### config.mk
export PLATFORM = sky130hd
export DESIGN_NAME = multiplier_flat
export DESIGN_NICKNAME = d
export VERILOG_FILES = /design/src/rtl/multiplier_if.sv /design/src/rtl/multiplier.sv /design/src/flat_wrapper.sv
export SDC_FILE = /design/constraint.sdc
export NUM_CORES = 1
export LEC_CHECK = 0
export BUFFER_PORTS_ARGS = -buffer_cell sky130_fd_sc_hd__buf_2
export CAP_MARGIN = 20
export CORE_MARGIN = 3
export CORE_UTILIZATION = 50
export DETAILED_ROUTE_END_ITERATION = 8
export PLACE_DENSITY = 0.77
export RECOVER_POWER = 50
export SYNTH_ARGS = -nofsm -noshare
export SYNTH_HDL_FRONTEND = slang
export SYNTH_SLANG_ARGS = --single-unit
export TNS_END_PERCENT = 20
### constraint.sdc
create_clock -name i_w_clk -period 0.8 [get_ports i_w_clk]
set_clock_uncertainty 0.1 [all_clocks]
set_input_delay 0.04 -clock i_w_clk [delete_from_list [all_inputs] [get_ports i_w_clk]]
set_output_delay 0.04 -clock i_w_clk [all_outputs]
set_load 0.01 [all_outputs]
### src/rtl/multiplier_if.sv
// Operand/product bundle for the unsigned array multiplier.
interface multiplier_if #(
    parameter int unsigned p_width = 6
);
    logic [p_width-1:0]   i_w_a;
    logic [p_width-1:0]   i_w_b;
    logic [2*p_width-1:0] o_w_p;

    modport master (output i_w_a, output i_w_b, input o_w_p);
    modport slave  (input i_w_a, input i_w_b, output o_w_p);
endinterface

### src/rtl/multiplier.sv
// Unsigned p_width x p_width array multiplier built from explicit partial products.
// The full 2*p_width product is registered, so latency is one cycle.
module multiplier #(
    parameter int unsigned p_width = 6
) (
    input  logic          i_w_clk,
    input  logic          i_w_rst_n,
    multiplier_if.slave   bus
);
    localparam int unsigned p_pw = 2 * p_width;

    logic [p_pw-1:0] pp  [p_width];
    logic [p_pw-1:0] sum [p_width+1];

    assign sum[0] = '0;

    // Row k: operand A gated by bit k of B, aligned to weight 2^k, then accumulated.
    for (genvar k = 0; k < p_width; k++) begin : g_row
        assign pp[k]    = {{p_width{1'b0}}, bus.i_w_a & {p_width{bus.i_w_b[k]}}} << k;
        assign sum[k+1] = sum[k] + pp[k];
    end

    always_ff @(posedge i_w_clk or negedge i_w_rst_n) begin
        if (!i_w_rst_n)
            bus.o_w_p <= '0;
        else
            bus.o_w_p <= sum[p_width];
    end
endmodule

### src/flat_wrapper.sv
// flat-port wrapper written by rule: the top's interface ports become plain ports
module multiplier_flat 
#(
    parameter int unsigned p_width = 6
)
  (i_w_clk, i_w_rst_n, bus_i_w_a, bus_i_w_b, bus_o_w_p);
  multiplier_if #(.p_width(p_width)) bus_i ();
  input  logic i_w_clk;
  input  logic i_w_rst_n;
  input wire logic [$bits(bus_i.i_w_a)-1:0] bus_i_w_a;
  input wire logic [$bits(bus_i.i_w_b)-1:0] bus_i_w_b;
  output wire logic [$bits(bus_i.o_w_p)-1:0] bus_o_w_p;
  assign bus_i.i_w_a = bus_i_w_a;
  assign bus_i.i_w_b = bus_i_w_b;
  assign bus_o_w_p = bus_i.o_w_p;
  multiplier #(.p_width(p_width)) u_core (.i_w_clk(i_w_clk), .i_w_rst_n(i_w_rst_n), .bus(bus_i));
endmodule
==> impl_metrics.env, run 1 <==
export IMPL_setup_violations_final=22
export IMPL_finalCritPeriodShare=4.82
export IMPL_diodes=0
export IMPL_critical_path_peak_fanout=5
export IMPL_hold_end="u_core.bus.o_w_p[0]"
export IMPL_p_leak_uw=0.00103
export IMPL_coreArea_um2=2540
export IMPL_crit_chain="buf_8 > and2_4 > ha_4 > inv_2 > fa_2 > nor2b_1 > o21ai_1 > nor3b_2 > nor2_1 > fa_1 > fa_1 > inv_1 > fa_1 > inv_2 > ha_4 > inv_2 > fa_2 > nor2b_4 > o31a_1 > mux2i_1 > nand2_1"
export IMPL_vias_per_cell=5.01
export IMPL_crit_type="in -> reg"
export IMPL_htree_num_levels=1
export IMPL_fp_dieArea_um2=3420
export IMPL_layout_nets=251
export IMPL_final_design_area_no_fill_um2=2000
export IMPL_cts_root_buf="clkbuf_4"
export IMPL_max_stage_delay_ns=0.52
export IMPL_endpoint_kind="register"
export IMPL_finalNonFillerCells=231
export IMPL_violations="negative setup slack"
export IMPL_hold_viol_final=0
export IMPL_ys_ff_latch=12
export IMPL_cp_arrival_ns=3.92
export IMPL_die_h_um=58.5
export IMPL_fmax_ghz=0.259
export IMPL_rsz0062_at_grt="yes"
export IMPL_dpl_hpwl_um=2380
export IMPL_place_inst=220
export IMPL_crit_path_top_delay_cell="fa_1"
export IMPL_pwr_share_clk=0.125
export IMPL_clk_pin_slew_worst_paths_ns=0.08
export IMPL_synth_seq_area_share=0.218
export IMPL_start_util=0.542
export IMPL_final_common_cell="buf_4"
export IMPL_rows=18
export IMPL_drive_above_1_share=0.428
export IMPL_peakVddDrop_v=0.00218
export IMPL_hp_class="in -> reg"
export IMPL_cts_tree="yes"
export IMPL_antenna_found_initial=0
export IMPL_relSlewSlack=0.808
export IMPL_final_cell_mix="29 x buf_4, 22 x and2_1, 20 x buf_2"
export IMPL_syn2layout_area_growth_pct=45.4
export IMPL_worstHoldStart="bus_i_w_a[0]"
export IMPL_grt_max_degree=13
export IMPL_top_register="u_core.bus.o_w_p"
export IMPL_drc_errors=0
export IMPL_route_detailed_wl_per_inst_um=14.3
export IMPL_drtAntennaViolNets=0
export IMPL_synth_cells=138
export IMPL_cap_violations=0
export IMPL_worstMarginPinSlew_ns=0.289
export IMPL_largest_register_ffs=12
export IMPL_grt_pass1_vias=1238
export IMPL_cp_start_kind="input port"
export IMPL_via_count=1158
export IMPL_outcome="finished, violations left"
export IMPL_slew_violations=0
export IMPL_die_width_um=58.5
export IMPL_grt_usage=0.206
export IMPL_p_per_area_nw_per_um2=1910
export IMPL_p_seq_frac=0.224
export IMPL_overflow=0
export IMPL_ioPinCount=26
export IMPL_ys_types=26
export IMPL_reg_top3="u_core.bus.o_w_p: 12 flops"
export IMPL_worstPathRequired_ns=0.86
export IMPL_postSynthAreaPerCell_um2=9.99
export IMPL_period_minus_slack_ns=3.85
export IMPL_ys_warn_count=0
export IMPL_gp_congestion=0.840
export IMPL_share_comb_of_total_power=0.651
export IMPL_hold_path_depth=3
export IMPL_setup_ws_ns=-3.05
export IMPL_path_delay_family="adder cells"
export IMPL_hold_buffers=2
export IMPL_grt_pass1_wl_um=5400
export IMPL_critPathBufInv=5
export IMPL_syn_cell_area_um2=1380
export IMPL_placed_cell_area_um2=1770
export IMPL_drt_iter0_drc=23
export IMPL_drt_total_wl_um=3310
export IMPL_cts_buffers=3
export IMPL_swShare=0.379
export IMPL_power_switching_uw=1450
export IMPL_syn_num_nets=187
export IMPL_dr_pass1_iters=4
export IMPL_clockBufferDepth=2
export IMPL_port_buffers=25
export IMPL_p_int_uw=2370
export IMPL_cts_sinks=12
==> tightest hold or removal path, cell delays in order <==
cell and delay (ns):
buf_6 0.07, buf_4 0.11, and2_1 0.11
==> metrics by stage <==
stage / hold slack, ns / setup TNS (ns) / power, uW / setup slack (ns) / util
finish: 0.0128 / -23.77 / 3820 / -3.05 / 0.788
global route: 0.00778 / -25.29 / 4100 / -3.24 / 0.788
CTS: 0.0291 / -23.14 / 3400 / -3.02 / 0.752
detailed placement: -0.176 / -25.70 / 2700 / -3.40 / 0.697
global placement: -0.184 / -25.26 / 2640 / -3.32 / 0.697
floorplan: -0.356 / -22.99 / 2020 / -3.14 / -
==> worst max-delay path by stage <==
stage | startpoint | to | slack (ns) | cells after the start
after floorplan | bus_i_w_b[1] | u_core.bus.o_w_p[11] | -3.14 | 20
after global placement | bus_i_w_b[0] | u_core.bus.o_w_p[11] | -3.32 | 21
after detailed placement | bus_i_w_b[0] | u_core.bus.o_w_p[11] | -3.40 | 21
after CTS | bus_i_w_a[0] | u_core.bus.o_w_p[11] | -3.02 | 21
after global routing | bus_i_w_b[0] | u_core.bus.o_w_p[11] | -3.24 | 21
final | bus_i_w_b[0] | u_core.bus.o_w_p[11] | -3.05 | 21
==> synthesized netlist by cell type <==
| cell type | count | area share |
|---|---|---|
| a211oi_1 | 1 | 0.0054 |
| a211oi_2 | 1 | 0.0091 |
| a21boi_0 | 1 | 0.0054 |
| a21o_1 | 2 | 0.011 |
| a21oi_1 | 4 | 0.015 |
| a21oi_2 | 1 | 0.0064 |
| a221oi_1 | 1 | 0.0064 |
| and2_1 | 24 | 0.11 |
| dfrtp_1 | 12 | 0.22 |
| fa_1 | 16 | 0.23 |
| ha_1 | 19 | 0.17 |
| inv_1 | 19 | 0.052 |
| mux2i_1 | 1 | 0.0073 |
| nand2_1 | 13 | 0.035 |
| nor2_1 | 2 | 0.0054 |
| nor2b_1 | 2 | 0.0091 |
| nor2b_4 | 1 | 0.010 |
| nor3_1 | 2 | 0.0073 |
| nor3b_1 | 1 | 0.0054 |
| o21a_1 | 1 | 0.0054 |
| o21ai_0 | 4 | 0.015 |
| o21ai_1 | 1 | 0.0036 |
| o21bai_1 | 2 | 0.011 |
| o31a_1 | 1 | 0.0064 |
| xnor2_1 | 4 | 0.025 |
| xor2_1 | 2 | 0.013 |
==> kinds of logic (layout without fill, tap and decap cells) <==
logic type               Yosys count  count (layout)  synth area share
AO/OA/AOI/OAI                     20              20            0.0989
adder cells (fa/ha/maj)           35              35             0.405
multiplexers                       1               1           0.00726
buffers and inverters             19              82            0.0517
AND/OR/NAND/NOR                   45              45             0.181
flip-flops                        12              12             0.218
XOR/XNOR                           6               6            0.0381
==> per-layer routing <==
metal	global-route usage	vias to the layer above	wire length [um]
met2	0.376	26	1710
met1	0.251	552	1400
met4	0.0629	0	89
met3	0.0263	8	112
li1	-	572	-
met5	0	-	0
==> what timing repair did <==
item,CTS,global route
setup endpoints to repair,22,22
pin swaps,25,14
endpoints found under the hold margin,13,1
setup buffers,2,4
gates resized for setup,15,12
==> power by group through the flow <==
stage               clock, uW  sequential, uW  combinational [uW]
CTS                       479             858                2060
global route              510             872                2720
global placement            0             868                1770
detailed placement          0             871                1830
floorplan                   0            1000                1020
finish                    476             857                2490
==> cell type report <==
cell class,instances,area [um2]
clock buffers,4,36.3
repair buffers,59,425
multi-input cells,107,1130
well taps,30,37.5
fillers,170,541
flip-flops and latches,12,300
inverters,19,71.3
No activity file was read; power rests on OpenSTA's default activity.
==> run 2, diff against run 1 <==
==> constraint.sdc (replaced) <==
create_clock -name i_w_clk -period 3.2 [get_ports i_w_clk]
set_clock_uncertainty 0.1 [all_clocks]
set_input_delay 0.16 -clock i_w_clk [delete_from_list [all_inputs] [get_ports i_w_clk]]
set_output_delay 0.16 -clock i_w_clk [all_outputs]
set_load 0.01 [all_outputs]
==> run 2 against run 1 <==
Against the previous run: the run still ends with negative setup slack left; routed wire length down 12%; clock power down 76%; via count down 1.0%; count of clock-buffer cells in the layout unchanged; first-iteration DRC count down 35%; sequential cell count unchanged; design area down 5.9%; utilization down 4.7 points; combinational power down 80%; worst setup slack better by 2.3 ns; largest power group unchanged; total power down 78%; worst hold slack better by 0.014 ns.
==> impl_metrics.env, run 2 (synthesis gave the netlist of run 1 again) <==
export IMPL_fin_hold_ws_ns=0.0269
export IMPL_total_power_uw=825
export IMPL_relSlewSlack=0.591
export IMPL_overflow=0
export IMPL_dr_pass1_iters=4
export IMPL_final_common_cell="buf_4"
export IMPL_drive_above_1_share=0.367
export IMPL_rows=18
export IMPL_route_detailed_wl_per_inst_um=13.0
export IMPL_setup_ws_ns=-0.714
export IMPL_hp_class="in -> reg"
export IMPL_cts_root_buf="clkbuf_4"
export IMPL_drc_errors=0
export IMPL_violations="negative setup slack"
export IMPL_endpoint_kind="register"
export IMPL_fmax_ghz=0.255
export IMPL_vias_per_cell=5.07
export IMPL_gp_congestion=0.847
export IMPL_peakVddDrop_v=0.000436
export IMPL_place_inst=221
export IMPL_drt_iter0_drc=15
export IMPL_final_util=0.741
export IMPL_crit_type="in -> reg"
export IMPL_clk_pin_slew_worst_paths_ns=0.08
export IMPL_cts_buffers=3
export IMPL_max_stage_delay_ns=0.49
export IMPL_critical_path_peak_fanout=3
export IMPL_antenna_found_initial=0
export IMPL_worstMarginPinSlew_ns=0.613
export IMPL_hold_viol_final=0
export IMPL_dpl_hpwl_um=2520
export IMPL_drtAntennaViolNets=0
export IMPL_largest_register_ffs=12
export IMPL_period_minus_slack_ns=3.91
export IMPL_outcome="finished, violations left"
export IMPL_p_per_area_nw_per_um2=437
export IMPL_top_register="u_core.bus.o_w_p"
export IMPL_placed_cell_area_um2=1780
export IMPL_fillCellCount=203
export IMPL_syn2layout_area_growth_pct=36.8
export IMPL_coreArea_um2=2540
export IMPL_final_cell_mix="27 x buf_4, 22 x and2_1, 19 x buf_2"
export IMPL_crit_chain="buf_6 > and2_4 > ha_4 > inv_2 > fa_2 > nor2b_2 > o21ai_2 > nor3b_2 > nor2_1 > fa_1 > fa_1 > inv_1 > fa_1 > inv_1 > ha_2 > inv_2 > fa_2 > nor2b_4 > o31a_1 > mux2i_1 > nand2_1"
export IMPL_clockBufferDepth=2
export IMPL_grt_max_degree=13
export IMPL_rsz0062_at_grt="yes"
export IMPL_cp_start_kind="input port"
export IMPL_setup_violations_final=6
export IMPL_via_count=1146
export IMPL_start_util=0.542
export IMPL_cts_tree="yes"
export IMPL_htree_num_levels=1
export IMPL_final_design_area_no_fill_um2=1890
export IMPL_fp_dieArea_um2=3420
export IMPL_p_leak_uw=0.000987
export IMPL_layout_nets=246
export IMPL_post_cts_setup_buffers=0
export IMPL_drt_total_wl_um=2930
export IMPL_crit_path_top_delay_cell="fa_1"
export IMPL_finalCritPeriodShare=1.22
export IMPL_grt_usage=0.191
export IMPL_grt_pass1_wl_um=5000
export IMPL_cts_sinks=12
export IMPL_port_buffers=25
export IMPL_die_width_um=58.5
export IMPL_finalNonFillerCells=226
export IMPL_cap_violations=0
export IMPL_diodes=0
export IMPL_reg_top3="u_core.bus.o_w_p: 12 flops"
export IMPL_ioPinCount=26
export IMPL_die_h_um=58.5
export IMPL_slew_violations=0
export IMPL_grt_pass1_vias=1205
export IMPL_cp_common_cell="fa_1"
export IMPL_cp_arrival_ns=3.97
export IMPL_worstPathRequired_ns=3.25
==> run 2: cell count changes in the layout (fill, tap and decap cells not counted), moves of 2 or more <==
cell and delta:
o21ai_1 -2, inv_2 -2, clkbuf_1 +3, buf_4 -2, inv_1 +2, a21oi_1 +2
buf_6 -3, o21ai_0 +2
==> run 2: routing by layer <==
layer | vias up | routed length (um) | track usage
li1 | 569 | - | -
met1 | 551 | 1230 | 0.228
met2 | 22 | 1570 | 0.352
met3 | 4 | 90 | 0.0175
met4 | 0 | 32 | 0.0695
met5 | - | 0 | 0
==> run 2: layout make-up <==
type | instances | area, um2 | share of cell area
Clock buffer | 4 | 36.3 | 0.0192
Inverter | 19 | 71.3 | 0.0378
Multi-Input combinational cell | 107 | 1070 | 0.569
Sequential cell | 12 | 300 | 0.159
Tap cell | 30 | 37.5 | 0.0199
Timing Repair Buffer | 54 | 368 | 0.195
==> run 2: per-stage QoR <==
step                      setup WS, ns  setup TNS (ns)
after floorplan                 -0.860           -3.62
after global placement           -1.01           -5.15
after detailed placement         -1.11           -5.61
after CTS                       -0.719           -3.08
after global routing            -0.875           -3.95
final                           -0.714           -3.05
==> run 2: critical path: cells and delay by family <==
family                     cells  cell delay [ns]
adders and majority gates      7             2.38
and+or+nand+nor                6             0.72
buffers and inverters          5             0.28
AOI/OAI and AO/OA              2             0.23
muxes                          1             0.19
==> run 2: report_power, final <==
group,internal [uW],switching [uW],leakage [uW],total (uW)
sequential,204,9.61,0.000145,214
clock,69.0,46.9,0.0000210,116
combinational,250,246,0.000821,495
==> run 2: path summary, 6_finish.rpt <==
| path | startpoint | to | slack [ns] | cells after the start |
|---|---|---|---|---|
| max in group asynchronous | i_w_rst_n | u_core.bus.o_w_p[0] | 2.29 | 2 |
| hold / removal | bus_i_w_b[0] | u_core.bus.o_w_p[0] | 0.03 | 2 |
| min in group asynchronous | i_w_rst_n | u_core.bus.o_w_p[9] | 0.31 | 2 |
| setup / recovery | bus_i_w_b[1] | u_core.bus.o_w_p[11] | -0.71 | 21 |
==> run 2: repair_timing <==
action | in CTS | in global routing
pin swaps | 12 | 3
hold endpoints to repair | 12 | 0
endpoints found under the setup margin | 6 | 7
gates resized for setup | 8 | 4
hold buffers | 1 | 0
